$ cat src/rtl/bus_master_if.sv
// Purpose : master-side shared-bus interface; turns one core access into
//           request / stable grant / single address strobe / slave ready,
//           with an optional no-response watchdog (macro BUS_TIMEOUT_EN).
// Latency : best case 4 cycles accept-to-done (accept, 3 REQ, ACCESS with done);
//           each slave wait cycle adds one WAIT cycle.
// Backpressure: core_busy stalls the core combinationally until the done cycle;
//           waiting for grant is unbounded, and so is waiting for ready unless
//           BUS_TIMEOUT_EN is defined.
//
// Ports:
//   clk, reset                  clock and synchronous active-high reset
//   core_as_, core_rw,          core request (strobe active low, level,
//   core_addr, core_wr_data     held stable while core_busy is high)
//   core_rd_data, core_busy,    read data (pass-through on the done cycle),
//   core_err                    stall, one-cycle abort pulse
//   bus_req_, bus_grnt_         arbiter request (registered) / grant, active low
//   bus_as_, bus_rw, bus_addr,  registered bus address phase outputs
//   bus_wr_data
//   bus_rd_data, bus_rdy_       slave read data and ready (active low)
//
// Optional feature macro: BUS_TIMEOUT_EN (watchdog abort after TIMEOUT_CYC
// ACCESS/WAIT cycles without slave ready). Undefined: core_err is tied 0.

module bus_master_if #(
    parameter int ADDR_W      = 30,
    parameter int DATA_W      = 32,
    parameter int TIMEOUT_CYC = 255
) (
    input  logic              clk,
    input  logic              reset,
    input  logic              core_as_,
    input  logic              core_rw,
    input  logic [ADDR_W-1:0] core_addr,
    input  logic [DATA_W-1:0] core_wr_data,
    output logic [DATA_W-1:0] core_rd_data,
    output logic              core_busy,
    output logic              core_err,
    output logic              bus_req_,
    input  logic              bus_grnt_,
    output logic              bus_as_,
    output logic              bus_rw,
    output logic [ADDR_W-1:0] bus_addr,
    output logic [DATA_W-1:0] bus_wr_data,
    input  logic [DATA_W-1:0] bus_rd_data,
    input  logic              bus_rdy_
);

    typedef enum logic [1:0] {
        ST_IDLE   = 2'd0,
        ST_REQ    = 2'd1,
        ST_ACCESS = 2'd2,
        ST_WAIT   = 2'd3
    } state_e;

    // The arbiter answers a request two edges later, so any grant seen in
    // the first two REQ cycles belongs to the previous owner.
    localparam logic [1:0] GRANT_AGE = 2'd2;

    state_e            state_q, state_d;
    logic [1:0]        age_q, age_d;
    logic              req_n_q, req_n_d;
    logic              as_n_q, as_n_d;
    logic              rw_q, rw_d;
    logic [ADDR_W-1:0] addr_q, addr_d;
    logic [DATA_W-1:0] wdata_q, wdata_d;
    logic [DATA_W-1:0] rd_q, rd_d;

    logic              on_bus;
    logic              rdy_hit;
    logic              abort;
    logic              done;

    assign on_bus  = (state_q == ST_ACCESS) || (state_q == ST_WAIT);
    assign rdy_hit = on_bus && !bus_rdy_;
    assign done    = rdy_hit || abort;

    // ------------------------------------------------------------------
    // Watchdog
    // ------------------------------------------------------------------
`ifdef BUS_TIMEOUT_EN
    // to_q counts ACCESS/WAIT cycles already spent without ready, so the
    // TIMEOUT_CYC-th silent cycle is the one where to_q == TIMEOUT_CYC-1.
    localparam logic [15:0] TO_LAST = 16'(TIMEOUT_CYC - 1);

    logic [15:0] to_q, to_d;

    // Ready in the final cycle wins over the abort.
    assign abort = on_bus && !rdy_hit && (to_q == TO_LAST);

    always_comb begin
        to_d = to_q;
        if ((state_q == ST_REQ) && (state_d == ST_ACCESS)) begin
            to_d = '0;
        end else if (on_bus && !rdy_hit) begin
            to_d = to_q + 16'd1;
        end
    end

    always_ff @(posedge clk) begin
        if (reset) begin
            to_q <= '0;
        end else begin
            to_q <= to_d;
        end
    end
`else
    logic [15:0] unused_timeout_cyc;

    assign unused_timeout_cyc = 16'(TIMEOUT_CYC);
    assign abort              = 1'b0;
`endif

    // ------------------------------------------------------------------
    // FSM next state and registered bus outputs
    // ------------------------------------------------------------------
    always_comb begin
        state_d = state_q;
        age_d   = age_q;
        req_n_d = req_n_q;
        as_n_d  = as_n_q;
        rw_d    = rw_q;
        addr_d  = addr_q;
        wdata_d = wdata_q;
        rd_d    = rd_q;

        unique case (state_q)
            ST_IDLE: begin
                if (!core_as_) begin
                    rw_d    = core_rw;
                    addr_d  = core_addr;
                    wdata_d = core_wr_data;
                    req_n_d = 1'b0;
                    age_d   = 2'd0;
                    state_d = ST_REQ;
                end
            end
            ST_REQ: begin
                if (age_q == GRANT_AGE) begin
                    if (!bus_grnt_) begin
                        as_n_d  = 1'b0;
                        state_d = ST_ACCESS;
                    end
                end else begin
                    age_d = age_q + 2'd1;
                end
            end
            ST_ACCESS: begin
                // The strobe is a single-cycle pulse whatever the slave does.
                as_n_d = 1'b1;
                if (done) begin
                    req_n_d = 1'b1;
                    state_d = ST_IDLE;
                end else begin
                    state_d = ST_WAIT;
                end
            end
            ST_WAIT: begin
                if (done) begin
                    req_n_d = 1'b1;
                    state_d = ST_IDLE;
                end
            end
            default: begin
                state_d = ST_IDLE;
            end
        endcase

        if (rdy_hit && rw_q) begin
            rd_d = bus_rd_data;
        end
    end

    always_ff @(posedge clk) begin
        if (reset) begin
            state_q <= ST_IDLE;
            age_q   <= 2'd0;
            req_n_q <= 1'b1;
            as_n_q  <= 1'b1;
            rw_q    <= 1'b1;
            addr_q  <= '0;
            wdata_q <= '0;
            rd_q    <= '0;
        end else begin
            state_q <= state_d;
            age_q   <= age_d;
            req_n_q <= req_n_d;
            as_n_q  <= as_n_d;
            rw_q    <= rw_d;
            addr_q  <= addr_d;
            wdata_q <= wdata_d;
            rd_q    <= rd_d;
        end
    end

    // ------------------------------------------------------------------
    // Outputs
    // ------------------------------------------------------------------
    assign bus_req_    = req_n_q;
    assign bus_as_     = as_n_q;
    assign bus_rw      = rw_q;
    assign bus_addr    = addr_q;
    assign bus_wr_data = wdata_q;

    // The accepting IDLE cycle also stalls; only the done cycle releases.
    assign core_busy = !core_as_ && !done;
    assign core_err  = abort;

    // Read data is forwarded straight from the slave on the done cycle so
    // the core need not wait for rd_q; an aborted access returns zero.
    always_comb begin
        if (rdy_hit && rw_q) begin
            core_rd_data = bus_rd_data;
        end else if (abort) begin
            core_rd_data = '0;
        end else begin
            core_rd_data = rd_q;
        end
    end

endmodule

$ cat config.mk
export PLATFORM = sky130hd
export DESIGN_NAME = bus_master_if
export DESIGN_NICKNAME = d
export VERILOG_FILES = /design/src/rtl/bus_master_if.sv
export SDC_FILE = /design/constraint.sdc
export NUM_CORES = 1
export LEC_CHECK = 0
export BUFFER_PORTS_ARGS = -buffer_cell sky130_fd_sc_hd__buf_4
export CORE_MARGIN = 1.5
export CORE_UTILIZATION = 48
export CTS_CLUSTER_DIAMETER = 40
export DETAILED_ROUTE_END_ITERATION = 12
export GPL_TIMING_DRIVEN = 0
export PLACE_DENSITY = 0.92
export SYNTH_ARGS = -nofsm -noshare
export SYNTH_HDL_FRONTEND = slang
export SYNTH_SLANG_ARGS = --single-unit
$ cat constraint.sdc
create_clock -name clk -period 2.6 [get_ports clk]
set_clock_uncertainty 0.2 [all_clocks]
set_input_delay 0.52 -clock clk [delete_from_list [all_inputs] [get_ports clk]]
set_output_delay 0.52 -clock clk [all_outputs]
set_load 0.02 [all_outputs]
==> flow_summary_export.csv <==
group,metric,value,unit
floorplanning,die_x,91.9,um
route,routed-via-count,3511,
sta,final_hold_viol_count,0,
synth,ys_seq_elements,101,
pwr,pwr_density_cell,561,nW/um2
floorplanning,coreArea,7690,um2
sta,setup_tns,0,ns
hold_path,min_path_type,"primary input to flop",
layout,drive_above_1_share,37.5,%
route,ant_nets,0,
sta,rsz0062_at_grt,"false",
critical_path,r2r_start,"state_q[1]$_SDFFE_PP0P_",
clock_tree,numCtsBuffers,9,
route,wl,10.1,mm
sta,period_needed,2.36,ns
layout,final_cell_mix,"buf_4 (198), nand2_1 (127), dfxtp_1 (101)",
placement,dpl.hpwl,7.62,mm
flow_run,max-cap-violations,0,
grt,grt_pass1_wl,15.9,mm
clock_tree,h-tree-depth,3,
synth,synth_area_per_cell,9.22,um2
route,drc,0,
clock_tree,clockBufferDepth,2,
sta,clock.fmax,424,MHz
floorplanning,rows,32,
sta,max_slew_margin,61.2,%
clock_tree,insertion_delay,0.34,ns
route,wl_met1,4.07,mm
route,firstDrtPassIters,4,
floorplanning,die_y,91.9,um
synth,ys_seq_area_share,53.4,%
synth,yosysUniqueCellTypes,29,
sta,period_share,90.7,%
synth,syn_inst,411,
synth,synth_edf_count,0,
synth,yosys.area.top_type_share,53.4,%
hold_path,worstHoldStart,"core_rw",
route,wl_met2,5.21,mm
sta,setup_viol,0,
floorplanning,start_util,49.3,%
clock_tree,postCtsSetupRepairBufs,0,
critical_path,cp-startpoint,"state_q[1]$_SDFFE_PP0P_",
grt,grt_pass1_vias,3449,
layout,syn_to_final_growth,47.5,%
sta,final_max_slew_viol_count,0,
synth,ys_async_sr_fraction,0,%
grt,grt_usage,24.0,%
grt,gr-total-overflow,0,
route,wire_per_inst,13.9,um
floorplanning,fp.dieArea,8440,um2
synth,yosysTopAreaCell,"dfxtp_1",
clock_tree,cts_hold_buf,0,
layout,layout.nets,719,
critical_path,critPathMaxFanout,10,
synth,netlist_area,3790,um2
placement,place_congestion,0.801,
placement,io_buffers,196,
sta,setup_slack,0.242,ns
pwr,power,0.00313,W
clock_tree,cts_tree,"done",
critical_path,start_kind,"flop",
grt,antenna_found_initial,0,
route,wl_met3,565,um
clock_tree,root_buffer,"clkbuf_8",
outcome,status,"completed",
floorplanning,ios,199,
critical_path,crit_type,"flop to output pin",
synth,ys.flop_type,"dfxtp_1",
pwr,leakagePower,2.63,nW
sta,worst_pin_slew,0.580,ns
pwr,peakVddDrop,0.000315,V
clock_tree,clkSinkCount,101,
synth,yosysWarnings,0,
route,top_layer_used,"met4",
route,drtIter0Drc,95,
placement,pre_cts_ws,0.311,ns
clock_tree,cts.reportedPaths.clkPinSlew,0.08,ns
critical_path,critPathRequiredTime,1.88,ns
layout,n_antenna_cell,0,
grt,grt_max_degree,16,
clock_tree,cts-resized-gates,0,
synth,synthTopCellsByArea,"dfxtp_1 (53%), nand2_1 (13%), mux2_1 (8.9%), a21oi_1 (8.5%), nor2b_1 (5.6%)",
critical_path,endpoint_kind,"output pin",
route,viasPerCell,4.85,
critical_path,arrival,1.64,ns
synth,syn_nets,512,
layout,final_common_cell,"buf_4",
## power breakdown
group          switching, W  internal, W
Combinational      0.000247     0.000244
Sequential        0.0000351      0.00161
Clock              0.000505     0.000493
Total              0.000788      0.00235
## flip-flops by register name, summed over array words and instances (netlist names)
signal / flops
bus_as_: 1
bus_rw: 1
bus_wr_data: 32
bus_addr: 30
state_q: 2
age_q: 2
rd_q: 32
bus_req_: 1
## stage by stage
| stage | cells | cell area (um2) | util [%] | hold WS [ns] |
|---|---|---|---|---|
| after floorplan | 411 | 3790 | - | 0.280 |
| after global placement | 709 | 5390 | 70.1 | 0.243 |
| after detailed placement | 709 | 5390 | 70.1 | 0.248 |
| after CTS | 724 | 5590 | 72.7 | 0.168 |
| after global routing | 724 | 5590 | 72.7 | 0.177 |
| final | 724 | 5590 | 72.7 | 0.186 |
## cells in the mapped netlist, drive strengths merged (2+ instances only)
cell    count
clkbuf     10
a31oi       2
mux2       32
nand3b      2
nand2     127
nor2b      34
a21oi      64
inv         2
nor2        2
a21o        2
o21ai       2
buf        20
dfxtp     101
## worst max-delay path: stages (launching register included)
cell and delay, ns:
dfxtp_1 0.42, nand3b_4 0.12, buf_2 0.22, mux2_1 0.36, buf_4 0.17
## metal layers
| metal | global-route usage [%] | vias to the layer above |
|---|---|---|
| met1 | 27.1 | 1620 |
| met2 | 42.9 | 125 |
| met3 | 4.15 | 20 |
| met5 | 0 | - |
| li1 | - | 1746 |
| met4 | 12.3 | 0 |
## final cells by class
type                            count  area (um2)
Buffer                             30         223
Timing Repair Buffer              196        1470
Sequential cell                   101        2020
Inverter                            2        7.51
Clock inverter                      3        45.0
Multi-Input combinational cell    278        1540
Clock buffer                       12         155
Tap cell                          102         128
Fill cell                         572        2100
## kinds of logic (layout without fill, tap and decap cells)
| group | count (synthesis) | after routing | share of synthesized area, % |
|---|---|---|---|
| muxes | 32 | 32 | 9.51 |
| AOI/OAI and AO/OA | 72 | 72 | 9.90 |
| adders and majority gates | 1 | 1 | 0.330 |
| other | 1 | 1 | 0.0989 |
| DFF | 101 | 101 | 53.4 |
| and+or+nand+nor | 172 | 172 | 20.7 |
| buffers and inverters | 32 | 243 | 6.07 |
## final timing paths
check	to	slack (ns)	depth (start not counted)
setup reg to reg	bus_addr[9]$_SDFFE_PP0P_	0.84	5
hold / removal	bus_rw$_SDFFE_PP1P_	0.19	3
hold reg to reg	bus_wr_data[18]$_SDFFE_PP0P_	0.26	2
setup / recovery	core_rd_data[13]	0.24	4
(Power assumes the default switching activity.)
